[config.mk]
export PLATFORM = sky130hd
export DESIGN_NAME = wb_arbiter_flat
export DESIGN_NICKNAME = d
export VERILOG_FILES = /design/src/rtl/wb_arbiter_if.sv /design/src/rtl/wb_arbiter.sv /design/src/flat_wrapper.sv
export SDC_FILE = /design/constraint.sdc
export NUM_CORES = 1
export LEC_CHECK = 0
export CAP_MARGIN = 30
export CORE_AREA = 2 2 124 126
export DETAILED_ROUTE_END_ITERATION = 7
export DIE_AREA = 0 0 126 128
export GPL_TIMING_DRIVEN = 0
export PLACE_DENSITY_LB_ADDON = 0.05
export SLEW_MARGIN = 20
export SYNTH_ARGS = -nofsm -noshare
export SYNTH_HDL_FRONTEND = slang
export SYNTH_SLANG_ARGS = --single-unit
[constraint.sdc]
create_clock -name clk_i -period 1.5 [get_ports clk_i]
set_clock_uncertainty 0.1 [all_clocks]
set_input_delay 0.15 -clock clk_i [delete_from_list [all_inputs] [get_ports clk_i]]
set_output_delay 0.15 -clock clk_i [all_outputs]
set_load 0.01 [all_outputs]
[src/rtl/wb_arbiter_if.sv]
// Bus bundle for the two-master / one-slave Wishbone arbiter.
// The slave modport is the arbiter's view; the master modport is the surrounding system's view.
interface wb_arbiter_if;
    logic        m0_cyc_i, m1_cyc_i;
    logic        m0_stb_i, m1_stb_i;
    logic        m0_we_i,  m1_we_i;
    logic [31:0] m0_adr_i, m1_adr_i;
    logic [31:0] m0_dat_i, m1_dat_i;
    logic [3:0]  m0_sel_i, m1_sel_i;
    logic [31:0] m0_dat_o, m1_dat_o;
    logic        m0_ack_o, m1_ack_o;
    logic        m0_err_o, m1_err_o;
    logic        m0_rty_o, m1_rty_o;
    logic        s_cyc_o, s_stb_o, s_we_o;
    logic [31:0] s_adr_o;
    logic [31:0] s_dat_o;
    logic [3:0]  s_sel_o;
    logic [31:0] s_dat_i;
    logic        s_ack_i, s_err_i, s_rty_i;
    logic [1:0]  grant_o;

    modport slave (
        input  m0_cyc_i, m1_cyc_i, m0_stb_i, m1_stb_i, m0_we_i, m1_we_i,
        input  m0_adr_i, m1_adr_i, m0_dat_i, m1_dat_i, m0_sel_i, m1_sel_i,
        input  s_dat_i, s_ack_i, s_err_i, s_rty_i,
        output m0_dat_o, m1_dat_o, m0_ack_o, m1_ack_o, m0_err_o, m1_err_o,
        output m0_rty_o, m1_rty_o, s_cyc_o, s_stb_o, s_we_o, s_adr_o, s_dat_o,
        output s_sel_o, grant_o
    );

    modport master (
        output m0_cyc_i, m1_cyc_i, m0_stb_i, m1_stb_i, m0_we_i, m1_we_i,
        output m0_adr_i, m1_adr_i, m0_dat_i, m1_dat_i, m0_sel_i, m1_sel_i,
        output s_dat_i, s_ack_i, s_err_i, s_rty_i,
        input  m0_dat_o, m1_dat_o, m0_ack_o, m1_ack_o, m0_err_o, m1_err_o,
        input  m0_rty_o, m1_rty_o, s_cyc_o, s_stb_o, s_we_o, s_adr_o, s_dat_o,
        input  s_sel_o, grant_o
    );
endinterface

[src/rtl/wb_arbiter.sv]
// Two-master round-robin Wishbone classic arbiter; grant held for a whole cyc.
// Optional stall watchdog enabled by defining WB_ARBITER_TIMEOUT_EN.
module wb_arbiter #(
    parameter int TIMEOUT_CYCLES = 255
) (
    input logic         clk_i,
    input logic         rst_ni,
    wb_arbiter_if.slave bus
);
    typedef enum logic [1:0] {
        IDLE   = 2'd0,
        GRANT0 = 2'd1,
        GRANT1 = 2'd2
    } state_e;

    state_e state_q, state_d;
    logic   last_q, last_d;
    logic   timeout;

    if (TIMEOUT_CYCLES < 1 || TIMEOUT_CYCLES > 65535) begin : g_bad_timeout
        $error("wb_arbiter: TIMEOUT_CYCLES out of range 1..65535");
    end

    always_comb begin
        state_d = state_q;
        last_d  = last_q;
        unique case (state_q)
            IDLE: begin
                // Contention goes to whichever master did not own the bus last.
                if (bus.m0_cyc_i && bus.m1_cyc_i) state_d = last_q ? GRANT0 : GRANT1;
                else if (bus.m0_cyc_i)            state_d = GRANT0;
                else if (bus.m1_cyc_i)            state_d = GRANT1;
            end
            GRANT0: begin
                if (!bus.m0_cyc_i) begin
                    last_d  = 1'b0;
                    state_d = bus.m1_cyc_i ? GRANT1 : IDLE;
                end
            end
            GRANT1: begin
                if (!bus.m1_cyc_i) begin
                    last_d  = 1'b1;
                    state_d = bus.m0_cyc_i ? GRANT0 : IDLE;
                end
            end
            default: state_d = IDLE;
        endcase
    end

    always_ff @(posedge clk_i) begin
        if (!rst_ni) begin
            state_q <= IDLE;
            last_q  <= 1'b1;
        end else begin
            state_q <= state_d;
            last_q  <= last_d;
        end
    end

`ifdef WB_ARBITER_TIMEOUT_EN
    localparam logic [15:0] TO_LIMIT = 16'(TIMEOUT_CYCLES);
    logic [15:0] cnt_q, cnt_d;
    logic        stb_granted;

    always_comb begin
        timeout     = (state_q != IDLE) && (cnt_q == TO_LIMIT);
        stb_granted = (state_q == GRANT0 && bus.m0_stb_i) ||
                      (state_q == GRANT1 && bus.m1_stb_i);
        cnt_d       = cnt_q;
        if (state_q == IDLE || state_d != state_q || timeout ||
            bus.s_ack_i || bus.s_err_i || bus.s_rty_i)
            cnt_d = '0;
        else if (stb_granted)
            cnt_d = cnt_q + 16'd1;
    end

    always_ff @(posedge clk_i) begin
        if (!rst_ni) cnt_q <= '0;
        else         cnt_q <= cnt_d;
    end
`else
    assign timeout = 1'b0;
`endif

    // Slave-side mux and termination routing, decoded from the registered owner.
    always_comb begin
        bus.grant_o  = 2'b00;
        bus.s_cyc_o  = 1'b0;
        bus.s_stb_o  = 1'b0;
        bus.s_we_o   = 1'b0;
        bus.s_adr_o  = '0;
        bus.s_dat_o  = '0;
        bus.s_sel_o  = '0;
        bus.m0_ack_o = 1'b0;
        bus.m0_err_o = 1'b0;
        bus.m0_rty_o = 1'b0;
        bus.m1_ack_o = 1'b0;
        bus.m1_err_o = 1'b0;
        bus.m1_rty_o = 1'b0;
        bus.m0_dat_o = bus.s_dat_i;
        bus.m1_dat_o = bus.s_dat_i;
        unique case (state_q)
            GRANT0: begin
                bus.grant_o  = 2'b01;
                bus.s_cyc_o  = bus.m0_cyc_i & ~timeout;
                bus.s_stb_o  = bus.m0_stb_i & ~timeout;
                bus.s_we_o   = bus.m0_we_i;
                bus.s_adr_o  = bus.m0_adr_i;
                bus.s_dat_o  = bus.m0_dat_i;
                bus.s_sel_o  = bus.m0_sel_i;
                bus.m0_ack_o = bus.s_ack_i;
                bus.m0_err_o = bus.s_err_i | timeout;
                bus.m0_rty_o = bus.s_rty_i;
            end
            GRANT1: begin
                bus.grant_o  = 2'b10;
                bus.s_cyc_o  = bus.m1_cyc_i & ~timeout;
                bus.s_stb_o  = bus.m1_stb_i & ~timeout;
                bus.s_we_o   = bus.m1_we_i;
                bus.s_adr_o  = bus.m1_adr_i;
                bus.s_dat_o  = bus.m1_dat_i;
                bus.s_sel_o  = bus.m1_sel_i;
                bus.m1_ack_o = bus.s_ack_i;
                bus.m1_err_o = bus.s_err_i | timeout;
                bus.m1_rty_o = bus.s_rty_i;
            end
            default: ;
        endcase
    end
endmodule

[src/flat_wrapper.sv]
// flat-port wrapper written by rule: the top's interface ports become plain ports
module wb_arbiter_flat 
#(
    parameter int TIMEOUT_CYCLES = 255
)
  (clk_i, rst_ni, bus_m0_cyc_i, bus_m1_cyc_i, bus_m0_stb_i, bus_m1_stb_i, bus_m0_we_i, bus_m1_we_i, bus_m0_adr_i, bus_m1_adr_i, bus_m0_dat_i, bus_m1_dat_i, bus_m0_sel_i, bus_m1_sel_i, bus_s_dat_i, bus_s_ack_i, bus_s_err_i, bus_s_rty_i, bus_m0_dat_o, bus_m1_dat_o, bus_m0_ack_o, bus_m1_ack_o, bus_m0_err_o, bus_m1_err_o, bus_m0_rty_o, bus_m1_rty_o, bus_s_cyc_o, bus_s_stb_o, bus_s_we_o, bus_s_adr_o, bus_s_dat_o, bus_s_sel_o, bus_grant_o);
  wb_arbiter_if bus_i ();
  input logic clk_i;
  input logic rst_ni;
  input wire logic [$bits(bus_i.m0_cyc_i)-1:0] bus_m0_cyc_i;
  input wire logic [$bits(bus_i.m1_cyc_i)-1:0] bus_m1_cyc_i;
  input wire logic [$bits(bus_i.m0_stb_i)-1:0] bus_m0_stb_i;
  input wire logic [$bits(bus_i.m1_stb_i)-1:0] bus_m1_stb_i;
  input wire logic [$bits(bus_i.m0_we_i)-1:0] bus_m0_we_i;
  input wire logic [$bits(bus_i.m1_we_i)-1:0] bus_m1_we_i;
  input wire logic [$bits(bus_i.m0_adr_i)-1:0] bus_m0_adr_i;
  input wire logic [$bits(bus_i.m1_adr_i)-1:0] bus_m1_adr_i;
  input wire logic [$bits(bus_i.m0_dat_i)-1:0] bus_m0_dat_i;
  input wire logic [$bits(bus_i.m1_dat_i)-1:0] bus_m1_dat_i;
  input wire logic [$bits(bus_i.m0_sel_i)-1:0] bus_m0_sel_i;
  input wire logic [$bits(bus_i.m1_sel_i)-1:0] bus_m1_sel_i;
  input wire logic [$bits(bus_i.s_dat_i)-1:0] bus_s_dat_i;
  input wire logic [$bits(bus_i.s_ack_i)-1:0] bus_s_ack_i;
  input wire logic [$bits(bus_i.s_err_i)-1:0] bus_s_err_i;
  input wire logic [$bits(bus_i.s_rty_i)-1:0] bus_s_rty_i;
  output wire logic [$bits(bus_i.m0_dat_o)-1:0] bus_m0_dat_o;
  output wire logic [$bits(bus_i.m1_dat_o)-1:0] bus_m1_dat_o;
  output wire logic [$bits(bus_i.m0_ack_o)-1:0] bus_m0_ack_o;
  output wire logic [$bits(bus_i.m1_ack_o)-1:0] bus_m1_ack_o;
  output wire logic [$bits(bus_i.m0_err_o)-1:0] bus_m0_err_o;
  output wire logic [$bits(bus_i.m1_err_o)-1:0] bus_m1_err_o;
  output wire logic [$bits(bus_i.m0_rty_o)-1:0] bus_m0_rty_o;
  output wire logic [$bits(bus_i.m1_rty_o)-1:0] bus_m1_rty_o;
  output wire logic [$bits(bus_i.s_cyc_o)-1:0] bus_s_cyc_o;
  output wire logic [$bits(bus_i.s_stb_o)-1:0] bus_s_stb_o;
  output wire logic [$bits(bus_i.s_we_o)-1:0] bus_s_we_o;
  output wire logic [$bits(bus_i.s_adr_o)-1:0] bus_s_adr_o;
  output wire logic [$bits(bus_i.s_dat_o)-1:0] bus_s_dat_o;
  output wire logic [$bits(bus_i.s_sel_o)-1:0] bus_s_sel_o;
  output wire logic [$bits(bus_i.grant_o)-1:0] bus_grant_o;
  assign bus_i.m0_cyc_i = bus_m0_cyc_i;
  assign bus_i.m1_cyc_i = bus_m1_cyc_i;
  assign bus_i.m0_stb_i = bus_m0_stb_i;
  assign bus_i.m1_stb_i = bus_m1_stb_i;
  assign bus_i.m0_we_i = bus_m0_we_i;
  assign bus_i.m1_we_i = bus_m1_we_i;
  assign bus_i.m0_adr_i = bus_m0_adr_i;
  assign bus_i.m1_adr_i = bus_m1_adr_i;
  assign bus_i.m0_dat_i = bus_m0_dat_i;
  assign bus_i.m1_dat_i = bus_m1_dat_i;
  assign bus_i.m0_sel_i = bus_m0_sel_i;
  assign bus_i.m1_sel_i = bus_m1_sel_i;
  assign bus_i.s_dat_i = bus_s_dat_i;
  assign bus_i.s_ack_i = bus_s_ack_i;
  assign bus_i.s_err_i = bus_s_err_i;
  assign bus_i.s_rty_i = bus_s_rty_i;
  assign bus_m0_dat_o = bus_i.m0_dat_o;
  assign bus_m1_dat_o = bus_i.m1_dat_o;
  assign bus_m0_ack_o = bus_i.m0_ack_o;
  assign bus_m1_ack_o = bus_i.m1_ack_o;
  assign bus_m0_err_o = bus_i.m0_err_o;
  assign bus_m1_err_o = bus_i.m1_err_o;
  assign bus_m0_rty_o = bus_i.m0_rty_o;
  assign bus_m1_rty_o = bus_i.m1_rty_o;
  assign bus_s_cyc_o = bus_i.s_cyc_o;
  assign bus_s_stb_o = bus_i.s_stb_o;
  assign bus_s_we_o = bus_i.s_we_o;
  assign bus_s_adr_o = bus_i.s_adr_o;
  assign bus_s_dat_o = bus_i.s_dat_o;
  assign bus_s_sel_o = bus_i.s_sel_o;
  assign bus_grant_o = bus_i.grant_o;
  wb_arbiter #(.TIMEOUT_CYCLES(TIMEOUT_CYCLES)) u_core (.clk_i(clk_i), .rst_ni(rst_ni), .bus(bus_i));
endmodule
==> reports/qor.csv <==
stage,metric,value,unit
run_status,status,finished with violations,
run_status,violations,setup timing,
timing,worstMarginPinSlew,0.269,ns
worst_setup_path,end_kind,output pin,
pwr,power_density,1030,nW/um2
pwr,p_total,6.33,mW
global_routing,grt_pass1_wl,17500,um
worst_setup_path,cp_slowest_cell,dfxtp_4,
synthesis,synthTopCellsByArea,"a22oi_1 (27%), buf_4 (25%), nor2b_1 (23%)",
synthesis,yosysWarnings,0,
synthesis,ys_ff_latch,3,
layout,antenna_cells,0,
worst_setup_path,crit_type,register to output pin,
die,core-area,14900,um2
global_routing,antenna_found_initial,1,
routing,viasPerCell,3.97,
hold_path,hold_path_startpoint,u_core.last_q,
worst_setup_path,reg2regPathDepth,8,
die,die_area,16100,um2
hold_path,worstHoldEndpoint,u_core.last_q,
routing,drt_iter0_drc,40,
timing,fmax,0.542,GHz
timing,layout_setup_ws,-0.347,ns
timing,finalCriticalPeriod,1.85,ns
placement,dp_hpwl,9840,um
layout,nets,787,
layout,fin_cells,789,
run,drv_cap,0,
placement,io_buffer_count,289,
worst_setup_path,start_kind,register,
pwr,ir_drop,0.000763,V
synthesis,ys_types,25,
synthesis,synth.avg_cell_area,7.10,um2
hold_path,holdPathStages,1,
placement,globalplace.congestion,0.768,
layout,seq_area,67.6,um2
die,rows,45,
synthesis,synthFlopType,dfxtp_1,
clock_network,cts_tree,built,
clock_network,clk_latency,0.22,ns
routing,wl_per_cell,16.3,um
global_routing,grt_pass1_vias,3069,
routing,ant_nets,0,
placement,dp.cells,747,
worst_setup_path,critPathMaxFanout,6,
synthesis,synthTopCellsByCount,"a22oi_1 (70), nor2b_1 (70), buf_4 (65)",
die,initial_utilization,12.9,%
clock_network,clk_pin_slew,0.03,ns
synthesis,async_flop_share,0,%
worst_setup_path,r2r-end,u_core.state_q[0],
clock_network,cts_num_sinks,3,
timing,finalSetupViolCount,79,
synthesis,mappedNetlistNets,455,
worst_setup_path,required,1.25,ns
die,die_h,128,um
timing,final_hold_viol_count,0,
hold_path,holdCritPathClass,register to register,
worst_setup_path,r2r-start,u_core.state_q[0],
timing,hold_slack,0.407,ns
pwr,cellLeakagePower,2.46,nW
worst_setup_path,critPathBufInv,5,
layout,drive_gt1_share,49.8,%
global_routing,grt.total_usage,13.7,%
global_routing,grt_max_degree,11,
worst_setup_path,path_depth,8,
worst_setup_path,crit_top_cell,buf_12,
die,num_io_pins,322,
die,die_x,126,um
routing,drc_errors,0,
clock_network,clockBufferDepth,2,
worst_setup_path,cp.arrival,1.60,ns
worst_setup_path,crit_family,buffers and inverters,
timing,drv_slew,0,
layout,fillCellCount,1521,
worst_setup_path,crit_path_max_incr_delay,0.36,ns
clock_network,h-tree-depth,1,
synthesis,synth_edf_count,0,
timing,max_slew_margin,82.0,%
worst_setup_path,cp_cell_sequence,inv_4 > ha_4 > buf_12 > buf_12 > buf_12 > a22oi_2 > nor2b_4 > buf_6,
routing,drt-pass1-iter-count,4,
synthesis,synth_area,1920,um2
layout,fin_util,41.1,%
layout,area_growth,219,%
worst_setup_path,r2r_setup_slack,-0.25,ns
global_routing,gr-total-overflow,0,
placement,place_ws,-0.912,ns
clock_network,cts_root_buf,clkbuf_16,
clock_network,cts_buffers,3,
routing,wirelength,12800,um
layout,multiInputGateArea,1670,um2
synthesis,ys_seq_area_share,3.13,%
synthesis,yosys.area.top_type,a22oi_1,
synthesis,postSynthCellCount,270,
synthesis,synth_top_area_share,27.4,%
timing,timing.final.crit_share,123,%
routing,vias,3135,
timing,rsz0062_at_grt,true,
clock_network,postCtsHoldBufs,0,
[flip-flops by register name, summed over array words and instances, names as in the netlist]
name,count
u_core.state_q,2
u_core.last_q,1
[metrics by stage]
step	setup TNS [ns]	area [um2]
floorplan	0	1930
global placement	-58.47	5050
detailed placement	-60.41	5050
CTS	-21.71	5650
global route	-26.38	6120
finish	-22.19	6120
[what timing repair did]
item                                    4_1_cts  5_1_grt
pin swaps                                    18       23
endpoints found under the setup margin       82       81
cloned                                        8        7
hold endpoints to repair                      0        0
buffers inserted                             16       10
gates resized for setup                     462       54
[layout by cell type, fill, tap and decap left out, types with 2 or more instances in the layout]
cell             instances
a22oi_1                  4
a22oi_2                 66
and2_1                   5
and2_4                   4
buf_12                  16
buf_16                   4
buf_2                   70
buf_4                   82
buf_6                   15
buf_8                    4
clkbuf_16               12
clkbuf_8                 6
clkdlybuf4s50_1        210
dfxtp_4                  2
ha_1                     2
ha_4                     4
inv_4                    3
nand2_1                  4
nor2b_1                 65
nor2b_2                  2
nor2b_4                  3
[routing by layer]
layer  wire [um]  global-route usage [%]
met1        4540                    14.5
met2        7360                    28.5
met3         947                    3.05
met5           0                       0
met4           0                   0.840
[worst max path at each step]
stage / start / end / slack [ns]
after floorplan: u_core.state_q[0] / u_core.state_q[0] / 0.005
after global placement: u_core.state_q[0] / bus_s_dat_o[30] / -0.85
after detailed placement: u_core.state_q[0] / bus_s_sel_o[1] / -0.91
after CTS: u_core.state_q[0] / bus_s_adr_o[22] / -0.36
after global routing: u_core.state_q[0] / bus_s_dat_o[6] / -0.40
final: u_core.state_q[0] / bus_s_adr_o[24] / -0.35
[cells by family after synthesis]
logic type                 count (synthesis)  share of synthesized area [%]
DFF                                        3                           3.13
adders and majority gates                  6                           3.92
AOI/OAI and AO/OA                         80                           32.3
and+or+nand+nor                           87                           27.7
buffers and inverters                     94                           33.0
[final cells by class]
class                   count  area share, %
flip-flops and latches      3           1.10
well taps                 188           3.85
inverters                   4          0.368
multi-input cells         173           27.3
plain buffers              88           14.8
repair buffers            329           51.4
clock buffers               4           1.29
[where the power goes]
group	leakage (nW)	switching, mW	internal [mW]
Sequential	0.0261	0.0403	0.118
Combinational	2.40	2.21	3.54
Clock	0.0382	0.0683	0.350
Total	2.46	2.32	4.01
(Power assumes the default switching activity.)
